$ cat src/rtl/case_match_pkg.sv
// Shared mode encodings and the per-bit match rule used by the case/casez/casex
// pattern matcher.
package case_match_pkg;

  localparam logic [1:0] MODE_CASE  = 2'd0;
  localparam logic [1:0] MODE_CASEZ = 2'd1;
  localparam logic [1:0] MODE_CASEX = 2'd2;

  // Reserved mode 3 falls through to the exact (===-like) CASE rule.
  function automatic logic bit_match(
    input logic [1:0] mode,
    input logic       sel,
    input logic       xm,
    input logic       val,
    input logic       msk
  );
    logic eq;
    eq = (sel == val);
    case (mode)
      MODE_CASEZ: return msk | (~xm & eq);
      MODE_CASEX: return msk | xm | eq;
      default:    return (xm == msk) & (xm | eq);
    endcase
  endfunction

endpackage

$ cat src/rtl/case_match_prio_enc.sv
// Lowest-index priority encoder over the registered hit vector; also flags
// when more than one entry hit.
module case_match_prio_enc #(
  parameter int DEPTH = 4
) (
  input  logic [DEPTH-1:0]         vec,
  output logic                     hit,
  output logic [$clog2(DEPTH)-1:0] idx,
  output logic                     multi
);

  localparam int IDX_W = $clog2(DEPTH);

  always_comb begin
    hit   = |vec;
    multi = |(vec & (vec - DEPTH'(1)));
    idx   = '0;
    // Scan downward so the lowest set index is the last assignment.
    for (int i = DEPTH - 1; i >= 0; i--) begin
      if (vec[i]) idx = IDX_W'(i);
    end
  end

endmodule

$ cat src/rtl/case_match_engine.sv
// Programmable case/casez/casex table matcher: valid/ready input, two-stage
// pipeline (hit vector, then priority result), per-entry saturating hit counters.
module case_match_engine
  import case_match_pkg::*;
#(
  parameter int WIDTH = 4,
  parameter int DEPTH = 4,
  parameter int CNT_W = 8
) (
  input  logic                     clk,
  input  logic                     rst_n,
  input  logic                     cfg_we,
  input  logic [$clog2(DEPTH)-1:0] cfg_idx,
  input  logic                     cfg_en,
  input  logic [WIDTH-1:0]         cfg_value,
  input  logic [WIDTH-1:0]         cfg_mask,
  input  logic [1:0]               mode,
  input  logic                     in_valid,
  output logic                     in_ready,
  input  logic [WIDTH-1:0]         in_sel,
  input  logic [WIDTH-1:0]         in_xmask,
  output logic                     out_valid,
  input  logic                     out_ready,
  output logic                     out_hit,
  output logic [$clog2(DEPTH)-1:0] out_idx,
  output logic                     out_multi,
  input  logic [$clog2(DEPTH)-1:0] cnt_rd_idx,
  output logic [CNT_W-1:0]         cnt_rd_data,
  input  logic                     cnt_clr
);

  localparam int IDX_W = $clog2(DEPTH);

  logic             en_reg    [DEPTH];
  logic [WIDTH-1:0] value_reg [DEPTH];
  logic [WIDTH-1:0] mask_reg  [DEPTH];

  always_ff @(posedge clk) begin
    if (!rst_n) begin
      for (int i = 0; i < DEPTH; i++) begin
        en_reg[i]    <= 1'b0;
        value_reg[i] <= '0;
        mask_reg[i]  <= '0;
      end
    end else if (cfg_we) begin
      en_reg[cfg_idx]    <= cfg_en;
      value_reg[cfg_idx] <= cfg_value;
      mask_reg[cfg_idx]  <= cfg_mask;
    end
  end

  // Compare against the current (pre-write) table; mode is consumed here.
  logic [DEPTH-1:0] match_vec;

  for (genvar gi = 0; gi < DEPTH; gi++) begin : g_entry
    logic entry_hit;
    always_comb begin
      entry_hit = en_reg[gi];
      for (int b = 0; b < WIDTH; b++) begin
        entry_hit = entry_hit &
                    bit_match(mode, in_sel[b], in_xmask[b], value_reg[gi][b], mask_reg[gi][b]);
      end
    end
    assign match_vec[gi] = entry_hit;
  end

  logic             s1_valid_reg;
  logic [DEPTH-1:0] s1_hits_reg;
  logic             out_valid_reg;
  logic             out_hit_reg;
  logic [IDX_W-1:0] out_idx_reg;
  logic             out_multi_reg;
  logic             advance;

  assign advance  = !out_valid_reg || out_ready;
  assign in_ready = !s1_valid_reg || advance;

  always_ff @(posedge clk) begin
    if (!rst_n) begin
      s1_valid_reg <= 1'b0;
      s1_hits_reg  <= '0;
    end else if (in_ready) begin
      s1_valid_reg <= in_valid;
      s1_hits_reg  <= match_vec;
    end
  end

  logic             enc_hit;
  logic [IDX_W-1:0] enc_idx;
  logic             enc_multi;

  case_match_prio_enc #(.DEPTH(DEPTH)) u_prio_enc (
    .vec   (s1_hits_reg),
    .hit   (enc_hit),
    .idx   (enc_idx),
    .multi (enc_multi)
  );

  always_ff @(posedge clk) begin
    if (!rst_n) begin
      out_valid_reg <= 1'b0;
      out_hit_reg   <= 1'b0;
      out_idx_reg   <= '0;
      out_multi_reg <= 1'b0;
    end else if (advance) begin
      out_valid_reg <= s1_valid_reg;
      out_hit_reg   <= s1_valid_reg & enc_hit;
      out_idx_reg   <= s1_valid_reg ? enc_idx : '0;
      out_multi_reg <= s1_valid_reg & enc_multi;
    end
  end

  assign out_valid = out_valid_reg;
  assign out_hit   = out_hit_reg;
  assign out_idx   = out_idx_reg;
  assign out_multi = out_multi_reg;

  logic consume_hit;
  logic [DEPTH-1:0][CNT_W-1:0] cnt_all;

  assign consume_hit = out_valid_reg && out_ready && out_hit_reg;

  // Clear has priority over a same-cycle increment; counters stick at all-ones.
  for (genvar gi = 0; gi < DEPTH; gi++) begin : g_cnt
    logic [CNT_W-1:0] cnt_reg;
    always_ff @(posedge clk) begin
      if (!rst_n || cnt_clr) begin
        cnt_reg <= '0;
      end else if (consume_hit && out_idx_reg == IDX_W'(gi) && cnt_reg != {CNT_W{1'b1}}) begin
        cnt_reg <= cnt_reg + CNT_W'(1);
      end
    end
    assign cnt_all[gi] = cnt_reg;
  end

  assign cnt_rd_data = cnt_all[cnt_rd_idx];

endmodule

$ cat config.mk
export PLATFORM = sky130hd
export DESIGN_NAME = case_match_engine
export DESIGN_NICKNAME = d
export VERILOG_FILES = /design/src/rtl/case_match_pkg.sv /design/src/rtl/case_match_prio_enc.sv /design/src/rtl/case_match_engine.sv
export SDC_FILE = /design/constraint.sdc
export NUM_CORES = 1
export LEC_CHECK = 0
export CAP_MARGIN = 20
export CELL_PAD_IN_SITES_DETAIL_PLACEMENT = 0
export CELL_PAD_IN_SITES_GLOBAL_PLACEMENT = 1
export CORE_MARGIN = 4
export CORE_UTILIZATION = 40
export CTS_CLUSTER_SIZE = 8
export DETAILED_ROUTE_END_ITERATION = 10
export GPL_TIMING_DRIVEN = 0
export PLACE_DENSITY_LB_ADDON = 0.1
export SLEW_MARGIN = 10
export SYNTH_ARGS = -nofsm -noshare
export SYNTH_HDL_FRONTEND = slang
export SYNTH_HIERARCHICAL = 1
export SYNTH_SLANG_ARGS = --single-unit
export TNS_END_PERCENT = 30
$ cat constraint.sdc
create_clock -name clk -period 5 [get_ports clk]
set_input_delay 0.5 -clock clk [delete_from_list [all_inputs] [get_ports clk]]
set_output_delay 0.5 -clock clk [all_outputs]
set_load 0.01 [all_outputs]
* Word level (Yosys, flattened, before mapping)
Memories as Yosys holds them, arrays and structs flattened.
Index checks and enable logic that the tools add are counted.
** Word-level totals
- Bits in writable memories :: 36
- Register bits after elaboration :: 42
- Logic and storage cells :: 237
- Memories :: 3
- Output and inout bits :: 14
** Cells by class
- Order comparisons :: 1
- Add/subtract/negate cells :: 5
- Reductions and logical operators :: 22
- Bitwise gates (word level) :: 119
- Muxes and demuxes :: 36
- Equal/unequal tests :: 41
** Memories
- mask_reg :: depth 4, bits a word 4, read ports 4, clocked after Yosys merged registers in 0, write ports 4, line case_match_engine.sv:36 : logic [WIDTH-1:0] mask_reg [DEPTH];
- value_reg :: depth 4, bits a word 4, read ports 4, clocked after Yosys merged registers in 0, write ports 4, line case_match_engine.sv:35 : logic [WIDTH-1:0] value_reg [DEPTH];
- en_reg :: depth 4, bits a word 1, read ports 4, clocked after Yosys merged registers in 0, write ports 4, line case_match_engine.sv:34 : logic en_reg [DEPTH];
** Operators by type and width (number)
- bitwise OR 1 bit :: 64
- bitwise AND 1 bit :: 50
- adder 8 x 1 -> 8 bit, second input constant :: 4
- == test 1 bit :: 32
- inequality test 8 bit, second input constant :: 4
- case mux 1 bit (2 select lines) :: 16
- binary-select mux 8 bit (select 2 bit) :: 1
- two-way mux 2 bit :: 8
- OR reduction 4 bit :: 4
- logical AND 1 bit :: 10
- two-way mux 1 bit :: 8
- two-way mux 4 bit :: 2
- two-way mux 8 bit :: 1
- == test 2 bit, second input constant :: 3
- bitwise AND 4 bit :: 1
- == test 2 x 1 -> 1 bit, second input constant :: 2
- NOT 1 bit :: 4
- subtractor 4 x 1 -> 4 bit, second input constant :: 1
- logical NOT 1 bit :: 3
- logical OR 1 bit :: 3
- less-than comparator 2 x 3 -> 1 bit, second input constant :: 1
- logical NOT 2 bit :: 1
- OR reduction 1 bit :: 1

* Logic depth before layout (Yosys ltp)
- Word-level depth :: 8
- Depth in mapped cells :: 8
- Depth with buffers taken out :: 7

* Cells and area by module
Netlist, hierarchy kept.
** Modules (own cells, without submodules)
- case_match_engine :: area each 4361.7 um^2, instances 1, cells an instance 456
- case_match_prio_enc :: area each 47.5 um^2, instances 1, cells an instance 10

* Least setup slack after synthesis
No wires, ideal clock.
- Kind :: input -> output
- From :: input port cnt_rd_idx[1]
- To :: output port cnt_rd_data[0]
- Cell stages on the path :: 2
- Slack :: 3.030 ns
- Data arrival time :: 1.470 ns
- Cells stage by stage :: clkbuf_1 mux4_2
** On the way
- Word-level cells in the longest chain between the ends :: 2
** RTL lines
- start, declared :: line case_match_engine.sv:27 : input logic [$clog2(DEPTH)-1:0] cnt_rd_idx,
- binary-select mux 8 bit (select 2 bit) :: line case_match_engine.sv:136 : assign cnt_rd_data = cnt_all[cnt_rd_idx];
- two-way mux 8 bit (implied by the code) :: line case_match_engine.sv:136
- end, declared :: line case_match_engine.sv:28 : output logic [CNT_W-1:0] cnt_rd_data,
Every way passes these cells. The select of a mux whose other input is x is not followed.

* Worst setup path after layout
- From :: input port cnt_rd_idx[1]
- To :: output port cnt_rd_data[1]
Same word-level chain as after synthesis.

==> metrics.txt <==
number of failing hold endpoints at the final stage 0; DPL Wire Length 8460 um; crit path DAT 1.98 ns; number of hold-repair buffers added at the cts stage 0; Final min period 2.48 ns; internal reg-to-reg setup slack about 3.2 ns; share of synthesized cell area in full adder, half adder and majority cells 6.24%; ratio of final minimum period to clock period 49.6%; post-synthesis share of cell area spent on xor and xnor gates 7.95%; RR Endpoint g_cnt[3].cnt_reg[7]; flip-flop and latch count after synthesis 78; number of resized instances in the post-cts repair step 0; number of remaining DRC errors 0; share of flip-flops with an asynchronous set or reset after synthesis 0%; Setup WS post-layout 2.52 ns; crit end category output port; count of flip-flops with a built-in enable after synthesis 33; number of nets produced by synthesis 517; worst clock skew 0.0108 ns; total clock buffers created by CTS 9; Min-Delay Path Class register to register; type of the worst setup path input port to output port; Cell variety after synth 47; Worst Hold Endpoint out_multi; area share of and/or/nand/nor cells after synthesis 23.8%; initial core utilization 40.9%; Max-Slew Margin vs Limit 58.7%; total length of routed wires 10900 um; detail-routed net length per standard cell 16.5 um; maximum number of pins on one net before global-route repair 15; worst hold path cell count 2; max-cap violations 0; number of filler instances in the final layout 1072; Die Span X around 110 um; library cell used as clock root buffer sky130_fd_sc_hd__clkbuf_8; dominant register cell in the synthesized netlist sky130_fd_sc_hd__dfxtp_1; number of primary I/O pins 43; Post-DRT Antenna Nets 0; Cell Chain, Critical Path clkbuf_1 > mux4_2 > clkdlybuf4s50_1; Compound-Gate Fraction of Synth Area 9.56%; dpl cell area 4970 um2; buffers inserted during post-CTS setup optimization 0; Critical R2R Launch g_cnt[3].cnt_reg[0]; total negative slack for setup checks 0 ns; buffering stage count on the worst path with inverters included 2; die height around 110 um; number of nets in the layout 567; number of DRC markers in iteration 0 236; Design Area, Final 5140 um2; portion of the post-synthesis area used by sequential elements 42.9%; vias in the first global route 3439; standard cell with the maximum stage delay on the critical path sky130_fd_sc_hd__mux4_2; portion of synthesized cell area occupied by the leading cell type 22.5%; # clock sinks just under 80; final estimated routing congestion in global placement 0.823; Final Power about 1.3 mW; post-synthesis mux area share 5.45%; number of synthesis warnings 6; category of cells accounting for the largest share of critical-path delay buffers and inverters; Final setup violation count 0; vias 3494; Worst-Skew Late Latency 0.35 ns; full die area 12800 um2; initial antenna violation count 0; global route total overflow 0; detailed-router iteration count before antenna repair 4; final number of max-transition violations 0; worst slack at placement 2.48 ns; number of levels the H-tree was split into 3; pin slew with the least headroom to its limit 0.620 ns; IR drop worst, VDD 0.165 mV; diode count 0; cell type with the highest aggregate area in the netlist sky130_fd_sc_hd__edfxtp_1; row count 38; Largest register FFs 32; layout cell share with drive strength beyond 1 6.14%; required time of the worst setup path 4.50 ns; hold path start out_multi; Clock transition at path regs around 0.080 ns; largest family of logic cells by synthesized area simple AND/OR/NAND/NOR gates; vias per cell around 5.3; result of the run complete, no violations; FF-to-FF path depth 6; maximum fanout count along the critical path 8; unrepaired setup endpoints after global routing no; cell area after synthesis roughly 4400 um2; port bufs 39; CTS tree done; Max Root-Sink Buffers 2; Std-Cell Core Area 10800 um2; startpoint kind of the worst setup timing path input port; static leakage 1.94 nW; instance count of the mapped netlist 466; Avg Inst Size Synth 9.46 um2; area overhead of the layout relative to synthesis 16.6%; most area-consuming cells after synthesis sky130_fd_sc_hd__edfxtp_1 22%, sky130_fd_sc_hd__dfxtp_1 20%, sky130_fd_sc_hd__xor2_1 7.0%, sky130_fd_sc_hd__ha_1 6.2%, sky130_fd_sc_hd__mux4_2 4.1%; first-pass GRT wire length approximately 18000 um; slowest cell delay on critical path about 0.58 ns; peak clock frequency supported by timing 403 MHz; overall track demand over capacity in global routing 17.9%; Power Dens Cells 247 nW/um2
## Yosys cell counts, drive strengths merged, types with 2 or more instances
library cell	number
nor4	4
mux2i	6
a222oi	4
or2	2
a2111oi	2
a31oi	3
nor3	8
inv	31
o21ai	25
nor2b	4
nand4	12
a21o	2
nand2	44
a211oi	3
and2	26
a21oi	19
or4	2
nor3b	2
xnor2	5
edfxtp	33
clkbuf	11
and4	7
nand2b	7
dfxtp	45
mux4	8
a22oi	2
xor2	35
nand3	26
nor2	39
buf	4
and3	16
ha	22
## metrics by stage
stage                     util [%]  instances  hold WS, ns
after floorplan                  -        466        0.459
after CTS                     47.6        661        0.464
after global placement        46.1        645        0.440
after detailed placement      46.1        645        0.452
after global routing          47.6        661        0.480
final                         47.6        661        0.460
## worst min-delay path, cell delays in order, from the launching register on
cell and delay (ns):
sky130_fd_sc_hd__dfxtp_1 0.31, sky130_fd_sc_hd__nand2_1 0.05, sky130_fd_sc_hd__a21oi_1 0.05
## layer usage
metal	track usage [%]	vias up	share of wire [%]
met4	4.89	0	0.97
li1	-	1748	-
met3	3.85	7	6.2
met1	27.0	1649	51
met5	0	-	0
met2	25.8	90	42
## layout make-up
type                       count  area (um2)  area share [%]
clock inverter                 5        36.3           0.706
tap                          140         175            3.41
timing repair buffer          39         390            7.59
multi-input combinational    342        2330            45.4
sequential                    78        1890            36.8
clock buffer                  11         131            2.55
buffer                        15        66.3            1.29
inverter                      31         116            2.26
## cells by family (layout without fill, tap and decap cells)
group	Yosys count	after routing
xor gates and xnor gates	40	40
muxes	14	14
and+or+nand+nor	201	201
buffers and inverters	46	101
AOI/OAI and AO/OA	65	65
DFF	78	78
adders and majority gates	22	22
## cells in the final DEF (no fill, tap or decap), drive strengths merged, types with 12 or more instances in the layout
| cell | n |
|---|---|
| a21oi | 19 |
| and2 | 26 |
| and3 | 16 |
| clkbuf | 22 |
| clkdlybuf4s50 | 39 |
| dfxtp | 45 |
| edfxtp | 33 |
| ha | 22 |
| inv | 32 |
| nand2 | 44 |
| nand3 | 26 |
| nand4 | 12 |
| nor2 | 39 |
| o21ai | 25 |
| xor2 | 35 |
## report_power, final
| group | switching [mW] | internal, mW |
|---|---|---|
| Clock | 0.236 | 0.181 |
| Combinational | 0.0954 | 0.0614 |
| Sequential | 0.0110 | 0.686 |
| Total | 0.342 | 0.929 |
## worst max path at each step
stage	start	endpoint	slack, ns	cells after the start
after floorplan	cnt_rd_idx[1]	cnt_rd_data[0]	3.03	2
after global placement	mode[0]	s1_hits_reg[0]	2.45	7
after detailed placement	cnt_rd_idx[1]	cnt_rd_data[1]	2.48	3
after CTS	cnt_rd_idx[1]	cnt_rd_data[1]	2.48	3
after global routing	cnt_rd_idx[1]	cnt_rd_data[0]	2.40	3
final	cnt_rd_idx[1]	cnt_rd_data[1]	2.52	3
(Power assumes the default switching activity.)
